### src/rtl/cache_ctrl_pkg.sv
// Shared types and helpers for the burst cache controller: FSM state encoding,
// request-type constants and the beat-index width rule.
package cache_ctrl_pkg;

    typedef enum logic [3:0] {
        IDLE           = 4'd0,
        COMPARE        = 4'd1,
        WRITE_BACK     = 4'd2,
        WRITE_ALLOCATE = 4'd3,
        REFILL_DONE    = 4'd4,
        WRITE_THROUGH  = 4'd5
    } state_t;

    localparam logic REQ_READ  = 1'b0;
    localparam logic REQ_WRITE = 1'b1;

    // A single-word line still needs a 1-bit index port.
    function automatic int beat_width(input int line_words);
        return (line_words > 1) ? $clog2(line_words) : 1;
    endfunction

    function automatic string stateToString(input state_t s);
        case (s)
            IDLE:           return "IDLE";
            COMPARE:        return "COMPARE";
            WRITE_BACK:     return "WRITE_BACK";
            WRITE_ALLOCATE: return "WRITE_ALLOCATE";
            REFILL_DONE:    return "REFILL_DONE";
            WRITE_THROUGH:  return "WRITE_THROUGH";
            default:        return "UNKNOWN";
        endcase
    endfunction

endpackage

### src/rtl/cache_beat_counter.sv
// Beat index for line bursts: clears on request, advances on each accepted beat
// and wraps back to zero after the last word of the line.
module cache_beat_counter
    import cache_ctrl_pkg::*;
#(
    parameter  int LINE_WORDS = 4,
    localparam int BEAT_W     = beat_width(LINE_WORDS)
) (
    input  logic              clk,
    input  logic              rst,
    input  logic              clr,
    input  logic              inc,
    output logic [BEAT_W-1:0] idx,
    output logic              last
);

    localparam logic [BEAT_W-1:0] LAST_IDX = BEAT_W'(LINE_WORDS - 1);

    logic [BEAT_W-1:0] r_idx;

    always_ff @(posedge clk) begin
        if (!rst) begin
            r_idx <= '0;
        end else if (clr) begin
            r_idx <= '0;
        end else if (inc) begin
            r_idx <= last ? '0 : r_idx + BEAT_W'(1);
        end
    end

    assign idx  = r_idx;
    assign last = (r_idx == LAST_IDX);

endmodule

### src/rtl/cache_controller_burst.sv
// Cache controller FSM with multi-beat write-back/refill and selectable write policy.
// Define CACHE_PERF_CNT_EN to add saturating hit_cnt/miss_cnt outputs.
module cache_controller_burst #(
    parameter  int LINE_WORDS     = 4,
    parameter  int WRITE_ALLOCATE = 1,
    parameter  int CNT_W          = 32,
    localparam int BEAT_W         = cache_ctrl_pkg::beat_width(LINE_WORDS)
) (
    input  logic              clk,
    input  logic              rst,
    input  logic              req_valid,
    input  logic              req_type,
    input  logic              hit,
    input  logic              dirty_bit,
    input  logic              ready_mem,
    output logic              req_ready,
    output logic              busy,
    output logic              read_en_mem,
    output logic              write_en_mem,
    output logic [BEAT_W-1:0] beat_idx,
    output logic              read_en_cache,
    output logic              write_en_cache,
    output logic              refill,
    output logic              done_cache
`ifdef CACHE_PERF_CNT_EN
    ,
    output logic [CNT_W-1:0]  hit_cnt,
    output logic [CNT_W-1:0]  miss_cnt
`endif
);
    // Package names are scoped explicitly: the WRITE_ALLOCATE parameter shares
    // its name with a state of the enum.
    import cache_ctrl_pkg::*;

    if (LINE_WORDS < 1 || (LINE_WORDS & (LINE_WORDS - 1)) != 0) begin : g_bad_line_words
        $error("LINE_WORDS must be a power of two >= 1");
    end
    if (CNT_W < 1) begin : g_bad_cnt_w
        $error("CNT_W must be >= 1");
    end

    localparam logic NO_ALLOC = (WRITE_ALLOCATE == 0);

    cache_ctrl_pkg::state_t r_state;
    logic                   r_req_type;
    logic [BEAT_W-1:0]      w_idx;
    logic                   w_last;
    logic                   w_clr;
    logic                   w_inc;
    logic                   w_burst;

    assign w_burst = (r_state == cache_ctrl_pkg::WRITE_BACK) ||
                     (r_state == cache_ctrl_pkg::WRITE_ALLOCATE);
    assign w_clr   = (r_state == cache_ctrl_pkg::COMPARE);
    assign w_inc   = w_burst && ready_mem;

    cache_beat_counter #(
        .LINE_WORDS (LINE_WORDS)
    ) u_beat_counter (
        .clk  (clk),
        .rst  (rst),
        .clr  (w_clr),
        .inc  (w_inc),
        .idx  (w_idx),
        .last (w_last)
    );

    // Request type is only consumed after acceptance, so it needs no reset.
    always_ff @(posedge clk) begin
        if (r_state == cache_ctrl_pkg::IDLE && req_valid) begin
            r_req_type <= req_type;
        end
    end

    always_ff @(posedge clk) begin
        if (!rst) begin
            r_state <= cache_ctrl_pkg::IDLE;
        end else begin
            case (r_state)
                cache_ctrl_pkg::IDLE: begin
                    if (req_valid) r_state <= cache_ctrl_pkg::COMPARE;
                end
                cache_ctrl_pkg::COMPARE: begin
                    if (hit)
                        r_state <= cache_ctrl_pkg::IDLE;
                    else if (r_req_type == cache_ctrl_pkg::REQ_WRITE && NO_ALLOC)
                        r_state <= cache_ctrl_pkg::WRITE_THROUGH;
                    else if (dirty_bit)
                        r_state <= cache_ctrl_pkg::WRITE_BACK;
                    else
                        r_state <= cache_ctrl_pkg::WRITE_ALLOCATE;
                end
                cache_ctrl_pkg::WRITE_BACK: begin
                    if (ready_mem && w_last) r_state <= cache_ctrl_pkg::WRITE_ALLOCATE;
                end
                cache_ctrl_pkg::WRITE_ALLOCATE: begin
                    if (ready_mem && w_last) r_state <= cache_ctrl_pkg::REFILL_DONE;
                end
                cache_ctrl_pkg::REFILL_DONE: begin
                    r_state <= cache_ctrl_pkg::COMPARE;
                end
                cache_ctrl_pkg::WRITE_THROUGH: begin
                    if (ready_mem) r_state <= cache_ctrl_pkg::IDLE;
                end
                default: r_state <= cache_ctrl_pkg::IDLE;
            endcase
        end
    end

    always_comb begin
        req_ready      = 1'b0;
        busy           = 1'b1;
        read_en_mem    = 1'b0;
        write_en_mem   = 1'b0;
        beat_idx       = '0;
        read_en_cache  = 1'b0;
        write_en_cache = 1'b0;
        refill         = 1'b0;
        done_cache     = 1'b0;
        case (r_state)
            cache_ctrl_pkg::IDLE: begin
                req_ready = 1'b1;
                busy      = 1'b0;
            end
            cache_ctrl_pkg::COMPARE: begin
                read_en_cache  = 1'b1;
                done_cache     = hit;
                write_en_cache = hit && (r_req_type == cache_ctrl_pkg::REQ_WRITE);
            end
            cache_ctrl_pkg::WRITE_BACK: begin
                write_en_mem  = 1'b1;
                read_en_cache = 1'b1;
                beat_idx      = w_idx;
            end
            cache_ctrl_pkg::WRITE_ALLOCATE: begin
                read_en_mem    = 1'b1;
                beat_idx       = w_idx;
                write_en_cache = ready_mem;
            end
            cache_ctrl_pkg::REFILL_DONE: begin
                refill = 1'b1;
            end
            cache_ctrl_pkg::WRITE_THROUGH: begin
                write_en_mem = 1'b1;
                done_cache   = ready_mem;
            end
            default: begin
                busy = 1'b1;
            end
        endcase
    end

`ifdef CACHE_PERF_CNT_EN
    logic             r_relookup;
    logic [CNT_W-1:0] r_hit_cnt;
    logic [CNT_W-1:0] r_miss_cnt;

    function automatic logic [CNT_W-1:0] sat_inc(input logic [CNT_W-1:0] v);
        return (v == '1) ? v : v + CNT_W'(1);
    endfunction

    // The lookup that follows a refill is not a new request, so its hit is not counted.
    always_ff @(posedge clk) begin
        if (!rst) begin
            r_relookup <= 1'b0;
            r_hit_cnt  <= '0;
            r_miss_cnt <= '0;
        end else begin
            if (r_state == cache_ctrl_pkg::REFILL_DONE)
                r_relookup <= 1'b1;
            else if (r_state == cache_ctrl_pkg::COMPARE)
                r_relookup <= 1'b0;
            if (r_state == cache_ctrl_pkg::COMPARE) begin
                if (hit && !r_relookup) r_hit_cnt <= sat_inc(r_hit_cnt);
                if (!hit) r_miss_cnt <= sat_inc(r_miss_cnt);
            end
        end
    end

    assign hit_cnt  = r_hit_cnt;
    assign miss_cnt = r_miss_cnt;
`endif

endmodule

### config.mk
export PLATFORM = sky130hd
export DESIGN_NAME = cache_controller_burst
export DESIGN_NICKNAME = d
export VERILOG_FILES = /design/src/rtl/cache_ctrl_pkg.sv /design/src/rtl/cache_beat_counter.sv /design/src/rtl/cache_controller_burst.sv
export SDC_FILE = /design/constraint.sdc
export NUM_CORES = 1
export LEC_CHECK = 0
export BUFFER_PORTS_ARGS = -buffer_cell sky130_fd_sc_hd__buf_2
export CORE_AREA = 3 3 40 42
export DETAILED_ROUTE_END_ITERATION = 10
export DIE_AREA = 0 0 43 45
export PLACE_DENSITY = 0.65
export SLEW_MARGIN = 30
export SYNTH_ARGS = -nofsm -noshare
export SYNTH_HDL_FRONTEND = slang
export SYNTH_SLANG_ARGS = --single-unit
### constraint.sdc
create_clock -name clk -period 1.3 [get_ports clk]
set_input_delay 0.065 -clock clk [delete_from_list [all_inputs] [get_ports clk]]
set_output_delay 0.065 -clock clk [all_outputs]
set_load 0.005 [all_outputs]
## Word level (Yosys, flattened, before mapping)

Index checks and enable logic that the tools add are counted.

| word-level totals | value |
|---|---|
| bits in registers | 7 |
| logic and storage cells | 43 |

| cells by class | value |
|---|---|
| eq/ne operators | 10 |
| bitwise operators | 1 |
| muxes and demuxes | 17 |
| add/sub/neg operators | 1 |
| reduce and logical (&&, ||, !) cells | 11 |

Operators by type and width:

| operator | count |
|---|---|
| $pmux W4 S6 | 1 |
| $mux W4 | 4 |
| $eq A4 B2 Y1 const B | 2 |
| $eq A4 B3 Y1 const B | 2 |
| $reduce_or A2 Y1 | 4 |
| $mux W1 | 7 |
| $mux W2 | 3 |
| $eq A4 B1 Y1 const B | 1 |
| $logic_and A1 B1 Y1 | 4 |
| $logic_not A4 Y1 | 1 |
| $ne A2 B1 Y1 const B | 2 |
| $ne A2 B2 Y1 const B | 2 |
| $pmux W1 S2 | 2 |
| $reduce_and A4 Y1 | 1 |
| $add A2 B1 Y2 const B | 1 |
| $eq A2 B2 Y1 const B | 1 |
| $logic_or A1 B1 Y1 | 1 |
| $not A1 Y1 | 1 |

## Logic depth before layout (Yosys ltp)

Gate-level depths: netlist of the first run.

| logic depth | value |
|---|---|
| word-level depth | 4 |
| depth in mapped cells | 4 |

## Cells and area by module

A second synthesis of the first run with hierarchy kept.

| unflattened totals | value |
|---|---|
| cells, all modules | 54 |
| area, all modules | 470.5 um^2 |

By module, submodules not included:

| module | times used | seq. area each (um^2) | area an instance (um^2) | cells each |
|---|---|---|---|---|
| cache_controller_burst | 1 | 90.1 | 374.1 | 45 |
| cache_beat_counter | 1 | 40.0 | 96.3 | 9 |

## Worst setup path before layout of the first run

OpenSTA, ideal clock, no wires.

| path | value |
|---|---|
| path kind | reg2reg |
| start point | register r_state[2] |
| end point | register r_req_type, enable pin |
| path slack | 0.095 ns |
| setup time | 0.293 ns |
| cell stages (with the launch flop) | 4 |
| data required time | 1.007 ns |
| arrival | 0.913 ns |
| cells stage by stage | dfxtp_1 -> buf_2 -> nor3_1 -> and2_1 |

| on the way | value |
|---|---|
| word-level cells in the longest chain between the ends | 2 |

RTL lines:

| element | line | source |
|---|---|---|
| from (decl) | cache_controller_burst.sv:44 | `cache_ctrl_pkg::state_t r_state;` |
| from (signal assigned) | cache_controller_burst.sv:77 | `r_state <= cache_ctrl_pkg::IDLE;` |
| from (signal assigned) | cache_controller_burst.sv:81 | `if (req_valid) r_state <= cache_ctrl_pkg::COMPARE;` |
| from (signal assigned) | cache_controller_burst.sv:85 | `r_state <= cache_ctrl_pkg::IDLE;` |
| $logic_not A4 Y1 | cache_controller_burst.sv:70 | `if (r_state == cache_ctrl_pkg::IDLE && req_valid) begin` |
| $logic_and A1 B1 Y1 | cache_controller_burst.sv:70 |  |
| to (signal assigned) | cache_controller_burst.sv:71 | `r_req_type <= req_type;` |
| to (decl) | cache_controller_burst.sv:45 | `logic r_req_type;` |

No other way between the ends.
A chain may end at the register's enable or synchronous reset.

## Final worst setup path of the first run

| path | value |
|---|---|
| start point | register r_state[1] |
| end point | output write_en_mem |

| on the way | value |
|---|---|
| word-level cells in the longest chain between the ends | 3 |

RTL lines:

| element | line | source |
|---|---|---|
| $eq A4 B2 Y1 / $eq A4 B3 Y1 (equally long branches) | cache_controller_burst.sv:120 | `case (r_state)` |
| $reduce_or A2 Y1 (no source line) (*) | n/a |  |
| $mux W1 (*) | cache_controller_burst.sv:120 |  |
| to (decl) | cache_controller_burst.sv:19 | `output logic write_en_mem,` |

Every way passes the cells marked *; elsewhere a longest branch is shown, timed or not.

==> results of run 1 <==
## cell type report
class                           count  area (um2)
Multi-Input combinational cell     41         260
Tap cell                           15        18.8
Fill cell                         136         724
Timing Repair Buffer               19         105
Sequential cell                     6         139
Clock buffer                        4        26.3
Inverter                            3        11.3
## through the flow
step                hold WS [ns]  power (mW)
floorplan                  0.164       0.272
global placement           0.243       0.306
detailed placement         0.243       0.308
CTS                       0.0911       0.511
global route               0.105       0.530
finish                    0.0926       0.499
## routing by layer
| layer | up-vias | share of wire |
|---|---|---|
| met4 | 0 | 0.040 |
| met1 | 186 | 0.41 |
| met2 | 13 | 0.50 |
| li1 | 222 | - |
| met3 | 4 | 0.046 |
| met5 | - | 0 |
## power by group through the flow
| stage | Sequential, mW | Combinational, mW | Clock [mW] |
|---|---|---|---|
| 2_1_floorplan | 0.206 | 0.0667 | 0 |
| 3_3_place_gp | 0.214 | 0.0913 | 0 |
| 3_5_place_dp | 0.215 | 0.0930 | 0 |
| 4_1_cts | 0.213 | 0.0995 | 0.199 |
| 5_1_grt | 0.216 | 0.104 | 0.210 |
| 6_report | 0.213 | 0.0928 | 0.193 |
## critical path: stages, from the launching register on
cell	delay [ns]
dfxtp_4	0.42
nor2b_4	0.21
o2bb2ai_1	0.12
buf_2	0.12
## how the worst max path moves through the flow
stage | endpoint | slack, ns | start | cells after the start
2_1_floorplan | r_req_type$_DFFE_PP_ | 0.09 | r_state[2]$_SDFFE_PN0P_ | 3
3_3_place_gp | r_state[0]$_SDFFE_PN0P_ | 0.06 | r_state[0]$_SDFFE_PN0P_ | 3
3_5_place_dp | r_state[0]$_SDFFE_PN0P_ | 0.06 | r_state[0]$_SDFFE_PN0P_ | 3
4_1_cts | write_en_cache | 0.03 | r_state[1]$_SDFFE_PN0P_ | 4
5_1_grt | done_cache | 0.009 | r_state[0]$_SDFFE_PN0P_ | 3
6_report | write_en_mem | 0.10 | r_state[1]$_SDFFE_PN0P_ | 3
## state kept, by name, indices dropped and copies added, names as in the netlist
name,count
r_state,3
r_req_type,1
u_beat_counter.idx,2
## cell usage after synthesis
library cell / count / area, um2
o22ai_1: 2 / 12.5
nor2b_1: 1 / 6.26
nand3b_1: 2 / 15.0
ha_1: 1 / 12.5
nand2_1: 8 / 30.0
xnor2_1: 2 / 17.5
nor3b_1: 3 / 22.5
nand2b_1: 1 / 6.26
buf_2: 2 / 10.0
edfxtp_1: 1 / 30.0
buf_4: 2 / 15.0
inv_1: 3 / 11.3
nand3b_2: 1 / 11.3
mux2i_1: 1 / 10.0
a21oi_1: 3 / 15.0
nor2b_2: 1 / 8.76
o2bb2ai_1: 1 / 8.76
and2_1: 4 / 25.0
o21ai_0: 1 / 5.00
nand3_1: 2 / 10.0
a221oi_1: 1 / 8.76
dfxtp_1: 5 / 100
or3_1: 1 / 6.26
a31oi_1: 1 / 6.26
nor2_1: 2 / 7.51
nor3_1: 2 / 10.0
## kinds of logic (layout without fill, tap and decap cells)
group	after synthesis	after routing	share of synthesized area
AND/OR/NAND/NOR	28	28	0.377
AO/OA/AOI/OAI	9	9	0.134
buffers and inverters	7	26	0.0860
flip-flops	6	6	0.309
XOR/XNOR	2	2	0.0416
adder cells (fa/ha/maj)	1	1	0.0297
multiplexers	1	1	0.0237
## timing repair
action | 4_1_cts | 5_1_grt
pin swaps | 0 | 0
hold buffers | 1 | 0
gates resized for setup | 4 | 2
hold endpoints to repair | 1 | 0
endpoints found under the setup margin | 6 | 2
buffers inserted | 1 | 0
==> reports/metrics.cfg, run 1 <==
[detailed_routing]
routedWlPerCell_um = 11.6
viasPerCell = 4.83
ant_nets = 0
first_iter_violations = 4
drt_first_pass_iters = 2
drc = 0
wl_um = 1020
dr_total_vias = 425

[clock_network]
clock_latency_ns = 0.25
cts_buffers = 3
cts_root_buf = clkbuf_4
cts_sinks = 6
clkTransAtPathRegs_ns = 0.05
cts_tree = built
cts_max_level = 1
clockBufferDepth = 2

[die]
start_util = 0.328
die_h_um = 45
die_w_um = 43
coreArea_um2 = 1280
ios = 17
dieArea_um2 = 1940
rows = 13

[sta]
setup_tns_ns = 0
period_needed_ns = 1.20
rsz0062_at_grt = false
skew_ns = 0.00827
period_share = 0.921
drv_slew = 0
hold_viol = 0
timing.fmax_ghz = 0.836
setup_ws_ns = 0.103
worstMarginPinSlew_ns = 0.256
maxSlewHeadroom = 0.827
finalSetupViolations = 0

[critical_path]
regToRegEndpoint = r_req_type$_DFFE_PP_
worst_setup_path_start_kind = flip-flop
timing.rr.start = r_state[1]$_SDFFE_PN0P_
worstPathArrival_ns = 1.13
worst-r2r-cell-count = 2
worst_ep_required_time_ns = 1.24
crit_path_max_fanout = 14
cp-end-kind = output port
r2r_slack_ns = 0.19
criticalPathCategory = flip-flop to output port

[placed_design]
dpl.hpwl_um = 741
port_buffers = 16
place_area_um2 = 510
dp.cells = 83
pre_cts_slack_ns = 0.0619
gp_congestion = 0.739

[global_route]
grt_overflow = 0
globalRouteMet3Util = 0.0159
antenna_found_initial = 0
grt_pass1_vias = 425
met1_usage = 0.133
grt_pass1_wl_um = 1780
busiest_layer = met2
grt.total_usage = 0.126
grt_max_degree = 12
grt_util_met2 = 0.222

[synth]
ys_types = 26
avgSynthCellArea_um2 = 7.81
syn_area_um2 = 422
synthCells = 54
ys_seq_elements = 6
syn_nets = 62
ys.warnings.count = 0
yosysSeqAreaShare = 0.309

[pwr]
p_int_uw = 362
combPwrFrac = 0.186
seq_power_share = 0.427
p_switching_uw = 137
powerDensity_nw_per_um2 = 889
vdd.ir_drop.worst_v = 0.000259
p_clk_frac = 0.387
swShare = 0.274
leakage_nw = 0.243

[hold_path]
holdPathStages = 3
hp-start = rst
hold_end = r_state[2]$_SDFFE_PN0P_
hp-class = primary input to flip-flop

[final_layout]
areaGrowthSynthToFinish_pct = 32.9
stdcell_count = 88
final_common_cell = buf_2
nets = 82
post-route-util = 0.436
final_cell_mix = 16 x buf_2, 8 x nand2_1, 4 x and2_1
antennaDiodeCount = 0
drive_gt1_frac = 0.356
final_area_um2 = 561

[run]
maxCapViolations = 0

[status]
status = completed

Power figures use the tool's default switching activity.
==> run 2: changes to the inputs <==
- CORE_AREA: 3 3 40 42 -> 4 4 41 43
- DIE_AREA: 0 0 43 45 -> 0 0 45 47
==> run 2 against run 1 <==
Net effect:
- total power is 4.1% higher
- sequential power is 3% lower
- via count is 9.9% higher
- core utilization is 3.9 points higher
- final cell count is 6.8% higher
- cell area is 10% higher
- count of clock-buffer cells in the layout stayed put
- flip-flop and latch count stayed put
- first-iteration DRC count grew to 2.5 times the previous value
==> reports/metrics.cfg, run 2 (synthesis results as in run 1) <==
[pwr]
leakage_nw = 0.275
powerDensity_nw_per_um2 = 840
vdd.ir_drop.worst_v = 0.000380

[final_layout]
antennaDiodeCount = 0
stdcell_count = 94
drive_gt1_frac = 0.430
largest_register_ffs = 3
final_cell_mix = 16 x buf_2, 8 x nand2_1, 7 x buf_4
areaGrowthSynthToFinish_pct = 46.6
post-route-util = 0.475
regMostFlops = r_state
nets = 88
final_area_um2 = 618
final_common_cell = buf_2
fill_cells = 135

[clock_network]
cts_buffers = 3
cts_root_buf = clkbuf_4
clkTransAtPathRegs_ns = 0.05
clockBufferDepth = 2
cts_sinks = 6
cts_max_level = 1
clock_latency_ns = 0.24
cts_tree = built

[die]
start_util = 0.324
rows = 13
coreArea_um2 = 1300
die_h_um = 47
dieArea_um2 = 2120
die_w_um = 45
ios = 17

[sta]
hold_viol = 0
skew_ns = 0.00141
worstMarginPinSlew_ns = 0.215
period_share = 0.959
maxSlewHeadroom = 0.855
finalSetupViolations = 0
timing.fmax_ghz = 0.802
period_needed_ns = 1.25
drv_slew = 0

[placed_design]
gp_congestion = 0.780
place_area_um2 = 541
port_buffers = 16
dp.cells = 87
dpl.hpwl_um = 796

[global_route]
grt_pass1_wl_um = 1860
antenna_found_initial = 0
grt_max_degree = 11
grt_pass1_vias = 410
grt_overflow = 0
grt.total_usage = 0.122

[detailed_routing]
wl_um = 1160
dr_total_vias = 467
routedWlPerCell_um = 12.4
first_iter_violations = 10
drc = 0
viasPerCell = 4.97
ant_nets = 0
drt_first_pass_iters = 4

[critical_path]
worst_setup_path_start_kind = flip-flop
criticalPathCategory = flip-flop to output port
worstPathArrival_ns = 1.18
worst_ep_required_time_ns = 1.24
cp_cell_sequence = buf_4, nand3b_1, a21oi_2, buf_2
crit_family = flip-flops
cp-end-kind = output port
cpPeakStageDelay_ns = 0.35
crit_path_max_fanout = 9
crit_buf_inv = 2
slowest_stage = dfxtp_2

[hold_path]
hp-class = primary input to flip-flop

[run]
maxCapViolations = 0

[status]
status = completed

## run 2: changes by cell type in the layout (fill, tap and decap cells not counted)
cell / previous run / this run
a21oi_2: 0 / 1
nor3_1: 2 / 1
buf_4: 2 / 7
buf_6: 0 / 1
a21oi_1: 3 / 2
nor3_2: 0 / 1
## run 2: power by group
group | internal [mW] | total (mW) | switching (mW)
registers | 0.196 | 0.207 | 0.0110
clock network | 0.116 | 0.187 | 0.0701
logic | 0.0674 | 0.125 | 0.0577
## run 2: per-layer routing
layer / up-vias / part of all wire / track usage
li1: 240 / - / -
met1: 214 / 0.43 / 0.163
met2: 11 / 0.51 / 0.181
met3: 2 / 0.052 / 0.0268
met4: 0 / 0.0095 / 0.0702
met5: - / 0 / 0
## run 2: repair_timing
item,in CTS,in global routing
setup endpoints to repair,5,9
buffers inserted,0,2
pin swaps,0,1
hold buffers,1,0
endpoints found under the hold margin,1,0
gates resized for setup,1,8
## run 2: tightest hold or removal path, delay by kind of cell
family	cells	cell delay [ns]
and+or+nand+nor	2	0.11
buffers and inverters	1	0.13
## run 2: cell type report
type                    instances  area (um2)  share of cell area
clock buffers                   4        26.3              0.0425
inverters                       3        11.3              0.0182
multi-input cells              41         269               0.435
flip-flops and latches          6         139               0.225
well taps                      15        18.8              0.0304
repair buffers                 25         154               0.249
## run 2: worst paths after layout
kind / from / to / slack, ns / cells after the start
max: r_state[1]$_SDFFE_PN0P_ / write_en_cache / 0.05 / 4
max reg2reg: r_state[2]$_SDFFE_PN0P_ / u_beat_counter.idx[0]$_SDFFE_PP0P_ / 0.20 / 3
min: rst / r_state[2]$_SDFFE_PN0P_ / 0.1 / 3
min reg2reg: u_beat_counter.idx[1]$_SDFFE_PP0P_ / u_beat_counter.idx[1]$_SDFFE_PP0P_ / 0.48 / 2
## run 2: through the flow
stage	setup slack (ns)	hold slack [ns]	setup TNS, ns	power, mW
5_1_grt	-0.00396	0.101	-0.00396	0.554
6_report	0.0527	0.0962	0	0.519
2_1_floorplan	0.0945	0.164	0	0.272
3_3_place_gp	0.160	0.242	0	0.320
4_1_cts	-0.0451	0.0921	-0.183	0.515
3_5_place_dp	0.162	0.244	0	0.320
==> run 3: changes to the inputs <==
- GPL_TIMING_DRIVEN: not set -> 0
==> run 3 against run 2 <==
Net effect:
- sequential share of layout area decreased by 0.13 points
- final cell count shrank 4.3%
- setup slack improved by 0.0017 ns
- critical path depth unchanged
- clock power down 4%
- die area did not move
- sequential power is essentially flat
- combinational power shrank 6%
- register-to-register slack got worse by 0.02 ns
- fmax grew 0.14%
- hold slack better by 0.013 ns
- critical path type unchanged
- largest cell class unchanged
==> reports/metrics.cfg, run 3 (synthesis results as in run 1) <==
[status]
status = completed

[critical_path]
regToRegEndpoint = r_req_type$_DFFE_PP_
criticalPathCategory = flip-flop to output port
crit_path_max_fanout = 10
worst-r2r-cell-count = 3
worst_ep_required_time_ns = 1.24
cp-end-kind = output port
timing.rr.start = r_state[2]$_SDFFE_PN0P_
r2r_slack_ns = 0.18
worst_setup_path_start_kind = flip-flop
worstPathArrival_ns = 1.18

[placed_design]
dpl.hpwl_um = 726
gp_congestion = 0.715
port_buffers = 15

[sta]
drv_slew = 0
period_needed_ns = 1.25
maxSlewHeadroom = 0.841
timing.fmax_ghz = 0.803
rsz0062_at_grt = false
setup_tns_ns = 0
hold_viol = 0
period_share = 0.958
skew_ns = 0.00929
worstMarginPinSlew_ns = 0.237
finalSetupViolations = 0

[pwr]
powerDensity_nw_per_um2 = 854
p_clk_frac = 0.359
p_int_uw = 373
combPwrFrac = 0.232
seq_power_share = 0.408
leakage_nw = 0.257
p_switching_uw = 129
p_total_uw = 502
swShare = 0.257
vdd.ir_drop.worst_v = 0.000446

[detailed_routing]
wl_um = 1030
dr_total_vias = 427
viasPerCell = 4.74
routedWlPerCell_um = 11.4
first_iter_violations = 11
ant_nets = 0
drt_first_pass_iters = 4
drc = 0

[die]
start_util = 0.324
die_h_um = 47
die_w_um = 45
coreArea_um2 = 1300
rows = 13
dieArea_um2 = 2120
ios = 17

[global_route]
antenna_found_initial = 0
grt.total_usage = 0.103
grt_pass1_wl_um = 1550
grt_overflow = 0
grt_max_degree = 11
grt_pass1_vias = 389

[final_layout]
nets = 84
regMostFlops = r_state
final_common_cell = buf_2
final_cell_mix = 15 x buf_2, 8 x nand2_1, 4 x buf_4, 4 x and2_1, 4 x dfxtp_1
antennaDiodeCount = 0
largest_register_ffs = 3
areaGrowthSynthToFinish_pct = 39.5
post-route-util = 0.452
drive_gt1_frac = 0.387

[clock_network]
clock_latency_ns = 0.24
clockBufferDepth = 2
cts_tree = built
clkTransAtPathRegs_ns = 0.05
cts_max_level = 1
cts_root_buf = clkbuf_4
cts_buffers = 3
cts_sinks = 6

[hold_path]
hold_end = r_state[2]$_SDFFE_PN0P_
holdPathStages = 3
hp-class = primary input to flip-flop
hp-start = rst

[run]
maxCapViolations = 0

==> run 3: changes by cell type in the layout (fill, tap and decap cells not counted), sizes merged <==
cell,change
buf,-4
==> run 3: power by group through the flow <==
| stage | Clock, mW | Combinational [mW] | Sequential, mW |
|---|---|---|---|
| 6_report | 0.180 | 0.117 | 0.205 |
| 5_1_grt | 0.199 | 0.129 | 0.206 |
| 4_1_cts | 0.192 | 0.107 | 0.204 |
| 3_5_place_dp | 0 | 0.103 | 0.207 |
| 3_3_place_gp | 0 | 0.102 | 0.207 |
| 2_1_floorplan | 0 | 0.0667 | 0.206 |
==> run 3: routing by layer <==
layer  share of wire  global-route usage
met5               0                   0
met1            0.45               0.126
met2            0.49               0.153
met4           0.014              0.0877
met3           0.041              0.0230
==> run 3: area by class of cell <==
type / count / area [um2]
Tap cell: 15 / 18.8
Timing Repair Buffer: 17 / 92.6
Fill cell: 147 / 713
Sequential cell: 6 / 131
Inverter: 3 / 11.3
Buffer: 4 / 33.8
Clock buffer: 4 / 26.3
Multi-Input combinational cell: 41 / 274
==> run 3: repair_timing <==
action,4_1_cts,5_1_grt
buffers inserted,0,1
hold buffers,1,0
hold endpoints to repair,1,0
resized for setup,3,6
endpoints found under the setup margin,5,10
cloned,0,0
==> run 3: through the flow <==
stage | cell area (um2) | cells | setup WS [ns] | hold WS (ns)
floorplan | 422 | 54 | 0.0945 | 0.164
CTS | 561 | 89 | 0.00753 | 0.0909
detailed placement | 515 | 84 | 0.0841 | 0.244
global placement | 515 | 84 | 0.0948 | 0.243
global route | 588 | 90 | 0.00513 | 0.119
finish | 588 | 90 | 0.0544 | 0.109
==> run 3: how the worst max path moves through the flow <==
stage | from | to | slack (ns) | cells after the start
5_1_grt | r_state[1]$_SDFFE_PN0P_ | write_en_cache | 0.005 | 4
6_report | r_state[1]$_SDFFE_PN0P_ | write_en_cache | 0.05 | 4
3_5_place_dp | r_state[2]$_SDFFE_PN0P_ | r_req_type$_DFFE_PP_ | 0.08 | 3
2_1_floorplan | r_state[2]$_SDFFE_PN0P_ | r_req_type$_DFFE_PP_ | 0.09 | 3
4_1_cts | r_state[1]$_SDFFE_PN0P_ | write_en_cache | 0.008 | 4
3_3_place_gp | r_state[2]$_SDFFE_PN0P_ | r_req_type$_DFFE_PP_ | 0.09 | 3
==> run 3: worst max-delay path, cell delays in order (launching register included) <==
cell and delay (ns):
dfxtp_2 0.35, buf_6 0.15, nand3b_1 0.18, a21oi_2 0.14, buf_2 0.12
